**config.mk**
```make
export PLATFORM = sky130hd
export DESIGN_NAME = decode_hazard_ctrl
export DESIGN_NICKNAME = d
export VERILOG_FILES = /design/src/rtl/decode_hazard_ctrl.sv
export SDC_FILE = /design/constraint.sdc
export NUM_CORES = 1
export LEC_CHECK = 0
export ABC_AREA = 1
export CAP_MARGIN = 20
export CORE_ASPECT_RATIO = 2
export CORE_MARGIN = 3
export CORE_UTILIZATION = 35
export DETAILED_ROUTE_END_ITERATION = 12
export DONT_BUFFER_PORTS = 1
export GPL_ROUTABILITY_DRIVEN = 0
export PLACE_DENSITY_LB_ADDON = 0.08
export SETUP_SLACK_MARGIN = 0.4
export SLEW_MARGIN = 20
export SYNTH_ARGS = -nofsm -noshare
export SYNTH_HDL_FRONTEND = slang
export SYNTH_SLANG_ARGS = --single-unit
```
**constraint.sdc**
```tcl
create_clock -name clk -period 4.85 [get_ports clk]
set_clock_uncertainty 0.05 [all_clocks]
set_input_delay 0.97 -clock clk [delete_from_list [all_inputs] [get_ports clk]]
set_output_delay 0.97 -clock clk [all_outputs]
set_load 0.05 [all_outputs]
```
**src/rtl/decode_hazard_ctrl.sv**
```systemverilog
// -----------------------------------------------------------------------------
// decode_hazard_ctrl
//
// Decode-stage controller for the 5-stage pipeline. It owns the IF/ID and ID/EX
// pipeline registers, decodes the opcode held in IF/ID and selects the immediate
// format for the extender. It also stalls fetch on a load-use hazard, flushes
// both registers on a taken branch, and keeps a saturating count of the bubbles
// it inserts into ID/EX.
//
// Optional feature macro: JAL_EN
//   defined   : opcode 1101111 (JAL) decodes as a J-type jump and JumpE is registered
//   undefined : JAL is treated as illegal and JumpE is tied low
//
// Parameters
//   ADDR_W  PC width
//   CNT_W   bubble counter width
//
// Ports
//   clk         clock, rising edge
//   rst         asynchronous active-low reset
//   InstrF      fetched instruction
//   PCF         fetched PC
//   ValidF      fetch slot valid
//   PCSrcE      branch/jump taken, resolved in EX
//   StallF      hold PC and fetch (combinational)
//   InstrD      IF/ID instruction
//   PCD         IF/ID PC
//   ImmSrcD     immediate select, 00 I / 01 S / 10 B / 11 J (combinational)
//   IllegalD    valid IF/ID slot holding an unrecognised opcode (combinational)
//   ValidE      ID/EX slot valid
//   RegWriteE, MemWriteE, ALUSrcE, BranchE, JumpE   ID/EX controls
//   ResultSrcE  00 ALU, 01 memory, 10 PC+4
//   RdE, Rs1E, Rs2E   ID/EX register indices
//   BubbleCnt   saturating count of bubbles inserted into ID/EX
// -----------------------------------------------------------------------------
module decode_hazard_ctrl #(
  parameter int ADDR_W = 32,
  parameter int CNT_W  = 16
) (
  input  logic              clk,
  input  logic              rst,
  input  logic [31:0]       InstrF,
  input  logic [ADDR_W-1:0] PCF,
  input  logic              ValidF,
  input  logic              PCSrcE,
  output logic              StallF,
  output logic [31:0]       InstrD,
  output logic [ADDR_W-1:0] PCD,
  output logic [1:0]        ImmSrcD,
  output logic              IllegalD,
  output logic              ValidE,
  output logic              RegWriteE,
  output logic              MemWriteE,
  output logic              ALUSrcE,
  output logic              BranchE,
  output logic              JumpE,
  output logic [1:0]        ResultSrcE,
  output logic [4:0]        RdE,
  output logic [4:0]        Rs1E,
  output logic [4:0]        Rs2E,
  output logic [CNT_W-1:0]  BubbleCnt
);

  // IF/ID register
  logic              validD_q;
  logic [31:0]       instrD_q;
  logic [ADDR_W-1:0] pcD_q;

  // ID/EX register
  logic              validE_q;
  logic              regWriteE_q;
  logic              memWriteE_q;
  logic              aluSrcE_q;
  logic              branchE_q;
  logic [1:0]        resultSrcE_q;
  logic [4:0]        rdE_q;
  logic [4:0]        rs1E_q;
  logic [4:0]        rs2E_q;
  logic [CNT_W-1:0]  bubbleCnt_q;
  logic [CNT_W-1:0]  bubbleCnt_d;

  // Raw decode of the IF/ID instruction
  logic [1:0] immSrcD;
  logic       regWriteD;
  logic       memWriteD;
  logic [1:0] resultSrcD;
  logic       aluSrcD;
  logic       branchD;
  logic       knownD;
`ifdef JAL_EN
  logic       jumpD;
  logic       jumpE_q;
`endif

  logic [4:0] rs1D;
  logic [4:0] rs2D;
  logic [4:0] rdD;
  logic       lwStall;

  assign rs1D = instrD_q[19:15];
  assign rs2D = instrD_q[24:20];
  assign rdD  = instrD_q[11:7];

  // Opcode decode; anything not listed leaves every control low
  always_comb begin
    immSrcD    = 2'b00;
    regWriteD  = 1'b0;
    memWriteD  = 1'b0;
    resultSrcD = 2'b00;
    aluSrcD    = 1'b0;
    branchD    = 1'b0;
    knownD     = 1'b1;
`ifdef JAL_EN
    jumpD      = 1'b0;
`endif
    case (instrD_q[6:0])
      7'b0000011: begin
        regWriteD  = 1'b1;
        resultSrcD = 2'b01;
        aluSrcD    = 1'b1;
      end
      7'b0100011: begin
        immSrcD   = 2'b01;
        memWriteD = 1'b1;
        aluSrcD   = 1'b1;
      end
      7'b0110011: begin
        regWriteD = 1'b1;
      end
      7'b0010011: begin
        regWriteD = 1'b1;
        aluSrcD   = 1'b1;
      end
      7'b1100011: begin
        immSrcD = 2'b10;
        branchD = 1'b1;
      end
`ifdef JAL_EN
      7'b1101111: begin
        immSrcD    = 2'b11;
        regWriteD  = 1'b1;
        resultSrcD = 2'b10;
        jumpD      = 1'b1;
      end
`endif
      default: knownD = 1'b0;
    endcase
  end

  // Rs2 is compared for every opcode, even those without an rs2 field: a
  // spurious one-cycle stall is harmless, a missed hazard is not.
  assign lwStall = validD_q & validE_q & (resultSrcE_q == 2'b01) & (rdE_q != 5'd0) &
                   ((rdE_q == rs1D) | (rdE_q == rs2D));

  // A taken branch discards the stalled instruction anyway, so it suppresses the stall
  assign StallF = lwStall & ~PCSrcE;

  assign bubbleCnt_d = (bubbleCnt_q == {CNT_W{1'b1}}) ? bubbleCnt_q
                                                     : bubbleCnt_q + {{(CNT_W-1){1'b0}}, 1'b1};

  // Pipeline registers: flush beats load-use stall, which beats normal advance
  always_ff @(posedge clk or negedge rst) begin
    if (!rst) begin
      validD_q     <= 1'b0;
      instrD_q     <= '0;
      pcD_q        <= '0;
      validE_q     <= 1'b0;
      regWriteE_q  <= 1'b0;
      memWriteE_q  <= 1'b0;
      aluSrcE_q    <= 1'b0;
      branchE_q    <= 1'b0;
      resultSrcE_q <= 2'b00;
      rdE_q        <= '0;
      rs1E_q       <= '0;
      rs2E_q       <= '0;
      bubbleCnt_q  <= '0;
`ifdef JAL_EN
      jumpE_q      <= 1'b0;
`endif
    end else if (PCSrcE || lwStall) begin
      // Both cases put a bubble into ID/EX; only a flush also empties IF/ID
      if (PCSrcE) begin
        validD_q <= 1'b0;
        instrD_q <= '0;
        pcD_q    <= '0;
      end
      validE_q     <= 1'b0;
      regWriteE_q  <= 1'b0;
      memWriteE_q  <= 1'b0;
      aluSrcE_q    <= 1'b0;
      branchE_q    <= 1'b0;
      resultSrcE_q <= 2'b00;
      rdE_q        <= '0;
      rs1E_q       <= '0;
      rs2E_q       <= '0;
      bubbleCnt_q  <= bubbleCnt_d;
`ifdef JAL_EN
      jumpE_q      <= 1'b0;
`endif
    end else begin
      validD_q     <= ValidF;
      instrD_q     <= InstrF;
      pcD_q        <= PCF;
      validE_q     <= validD_q;
      regWriteE_q  <= regWriteD & validD_q;
      memWriteE_q  <= memWriteD & validD_q;
      aluSrcE_q    <= aluSrcD & validD_q;
      branchE_q    <= branchD & validD_q;
      resultSrcE_q <= resultSrcD & {2{validD_q}};
      rdE_q        <= rdD;
      rs1E_q       <= rs1D;
      rs2E_q       <= rs2D;
`ifdef JAL_EN
      jumpE_q      <= jumpD & validD_q;
`endif
    end
  end

  assign InstrD     = instrD_q;
  assign PCD        = pcD_q;
  assign ImmSrcD    = immSrcD;
  assign IllegalD   = validD_q & ~knownD;
  assign ValidE     = validE_q;
  assign RegWriteE  = regWriteE_q;
  assign MemWriteE  = memWriteE_q;
  assign ALUSrcE    = aluSrcE_q;
  assign BranchE    = branchE_q;
  assign ResultSrcE = resultSrcE_q;
  assign RdE        = rdE_q;
  assign Rs1E       = rs1E_q;
  assign Rs2E       = rs2E_q;
  assign BubbleCnt  = bubbleCnt_q;
`ifdef JAL_EN
  assign JumpE      = jumpE_q;
`else
  assign JumpE      = 1'b0;
`endif

endmodule

```
==> results.sh <==
export IMPL_crit_required_ns=3.83
export IMPL_track_usage_pct=17.86
export IMPL_grt_first_pass_wirelength_mm=20.15
export IMPL_leakagePower_nw=2.494
export IMPL_worst_pin_slew_ns=1.142
export IMPL_grt_max_degree=103
export IMPL_ir_drop_mv=0.1984
export IMPL_antenna_found_initial=0
export IMPL_viasPerCell=5.095
export IMPL_n_antenna_cell=0
export IMPL_coreArea_um2=12700
export IMPL_antenna_left=0
export IMPL_drt_first_pass_iters=4
export IMPL_hold_class="input pin to async pin"
export IMPL_gr_total_overflow=0
export IMPL_synth_edf_count=0
export IMPL_cts_sink_count=102
export IMPL_slew_headroom_pct=24.11
export IMPL_ctsResizeCount=0
export IMPL_postSynthAreaPerCell_um2=8.891
export IMPL_drc_errors=0
export IMPL_power_density_nw_per_um2=397.3
export IMPL_finish_instance_area_um2=4907
export IMPL_grt_pass1_vias=3449
export IMPL_nNetsFinal=574
export IMPL_dieArea_um2=14660
export IMPL_period_needed_ns=3.588
export IMPL_finalSetupViolCount=0
export IMPL_ff_latch_area_um2=2552
export IMPL_ys_ff_latch=102
export IMPL_multiInputGateArea_um2=1733
export IMPL_fin_ws_ns=1.262
export IMPL_vias=3363
export IMPL_path_class="flop to primary output"
export IMPL_fillerInstances=1309
export IMPL_drt_iter0_markers=173
export IMPL_hold_viol=0
export IMPL_status="finished, final reports clean"
export IMPL_ys_flop_type="dfrtp_1"
export IMPL_yosysWarnings=0
export IMPL_hold_buffers=0
export IMPL_place_ws_ns=1.579
export IMPL_cts_path_max_buffers=2
export IMPL_avgRoutedWirePerCell_um=19.58
export IMPL_synthToLayoutAreaGrowth_pct=6.547
export IMPL_rsz0062_at_grt="false"
export IMPL_netlist_instances=518
export IMPL_async_reset_ff_share_pct=100.0
export IMPL_slew_viol_final=0
export IMPL_top_level_ports=175
export IMPL_die_x_um=87.12
export IMPL_synth_cell_types=33
export IMPL_p_total_mw=1.950
export IMPL_root_buffer="clkbuf_16"
export IMPL_ys_seq_area_share_pct=55.42
export IMPL_holdWs_ns=0.2710
export IMPL_min_period_over_period_pct=73.97
export IMPL_start_kind="flop"
export IMPL_synthesis_area_um2=4606
export IMPL_cts_tree="yes"
export IMPL_h_tree_depth=3
export IMPL_worstSetupEndpointType="primary output"
export IMPL_dpl_hpwl_mm=9.106
export IMPL_cp_arrival_ns=2.57
export IMPL_wl_mm=12.92
export IMPL_placed_cell_area_um2=4628
export IMPL_rows=58
export IMPL_post_cts_buffers=0
export IMPL_start_util_pct=36.27
export IMPL_port_buffers=0
export IMPL_drive_gt1_share_pct=11.96
export IMPL_clock_latency_ns=0.34
export IMPL_die_h_um=168.2
export IMPL_numCtsBuffers=9
export IMPL_max_freq_mhz=278.7
export IMPL_finalSetupTns_ns=0
export IMPL_cap_violations=0
export IMPL_clk_pin_slew_worst_paths_ns=0.07
export IMPL_critPathMaxFanout=23
==> metal layers <==
| metal | part of all wire, % | wire (µm) | up-vias | GRT usage [%] |
|---|---|---|---|---|
| li1 | - | - | 1608 | - |
| met1 | 35 | 4467 | 1632 | 19.69 |
| met2 | 56 | 7215 | 117 | 32.44 |
| met3 | 8.6 | 1115 | 6 | 5.534 |
| met4 | 0.96 | 124 | 0 | 4.609 |
| met5 | 0 | 0 | - | 0 |
==> layout by cell type (no fill, tap or decap), types with 2 or more instances in the layout <==
cell type   Yosys  routed
a21oi_1         2       2
buf_4           3       2
clkbuf_1        5       2
clkbuf_16       0       9
clkinv_4        0       2
clkinvlp_4      0       2
conb_1          1       2
dfrtp_1       102     102
inv_1          30      29
inv_2           4       5
nand2_1       140     140
nand2_2        29      29
nand2_4         4       4
nand3_1        87      87
nand3_4         2       2
nand4_1         5       5
nor2_1         40      40
nor3_1          3       2
o21ai_0         7       7
o21ai_1        10      10
xnor2_1         8       8
xor2_1          7       7
==> per-stage QoR <==
stage          utilization [%]  std cells
6_report                 38.64        660
5_1_grt                  38.64        660
4_1_cts                  38.64        660
3_5_place_dp             36.44        644
3_3_place_gp             36.44        644
2_1_floorplan                -        519
==> critical path: stages (launching register included) <==
cell     delay (ns)
dfrtp_1        0.68
inv_1          0.16
nand2_1        0.09
nand2_1        0.06
nor2_1         0.11
nand3_1        0.09
nand2_2        0.13
nand3_4        0.22
inv_2          0.65
==> flip-flops by register name, indices dropped and copies added (netlist names) <==
name,cells
BranchE,1
ALUSrcE,1
ValidE,1
InstrD,32
MemWriteE,1
Rs1E,5
RegWriteE,1
PCD,32
validD_q,1
ResultSrcE,1
RdE,5
BubbleCnt,16
Rs2E,5
==> final timing paths <==
check | startpoint | end | slack, ns | cells past startpoint
max in group asynchronous | rst | InstrD[7]$_DFFE_PN0P_ | 4.30 | 0
worst max-delay path | RdE[3]$_DFF_PN0_ | StallF | 1.26 | 8
worst min-delay path | rst | Rs1E[2]$_DFF_PN0_ | 0.27 | 0
min in group clk | validD_q$_DFFE_PN0P_ | ALUSrcE$_DFF_PN0_ | 0.56 | 2
worst min register to register | validD_q$_DFFE_PN0P_ | ALUSrcE$_DFF_PN0_ | 0.56 | 2
worst max register to register | RdE[3]$_DFF_PN0_ | PCD[16]$_DFFE_PN0P_ | 1.89 | 11
==> power breakdown <==
part / switching (mW) / leakage (nW) / internal, mW
logic: 0.0799 / 1.02 / 0.0495
clock network: 0.313 / 0.129 / 0.365
registers: 0.246 / 1.34 / 0.896
total: 0.639 / 2.49 / 1.31
==> synthesized netlist by cell type (4+ instances only) <==
library cell | number | share of area, %
inv_1 | 30 | 2.4
o21ai_1 | 10 | 1.1
nand4_1 | 5 | 0.68
xnor2_1 | 8 | 1.5
inv_2 | 4 | 0.33
nand3_1 | 87 | 9.5
clkbuf_1 | 5 | 0.41
nor2_1 | 40 | 3.3
o21ai_0 | 7 | 0.76
nand2_4 | 4 | 0.98
xor2_1 | 7 | 1.3
nand2_1 | 140 | 11
buf_2 | 10 | 1.1
buf_1 | 4 | 0.33
nand2_2 | 29 | 3.9
dfrtp_1 | 102 | 55
==> area by class of cell <==
cell class                 count  area share (%)
tap                          150           3.825
multi-input combinational    354           35.31
inverter                      36           2.856
clock inverter                 4          0.6629
sequential                   102           52.01
timing repair buffer           2          0.3060
clock buffer                  12           5.023
==> logic make-up after synthesis <==
kind of cell | after synthesis | share of synthesized area, %
AOI/OAI and AO/OA | 21 | 2.418
xor gates and xnor gates | 15 | 2.853
adders and majority gates | 1 | 0.2716
buffers and inverters | 63 | 7.145
DFF | 102 | 55.42
other | 1 | 0.08142
and+or+nand+nor | 315 | 31.81
Note: power is estimated with default switching activity, not from simulation.
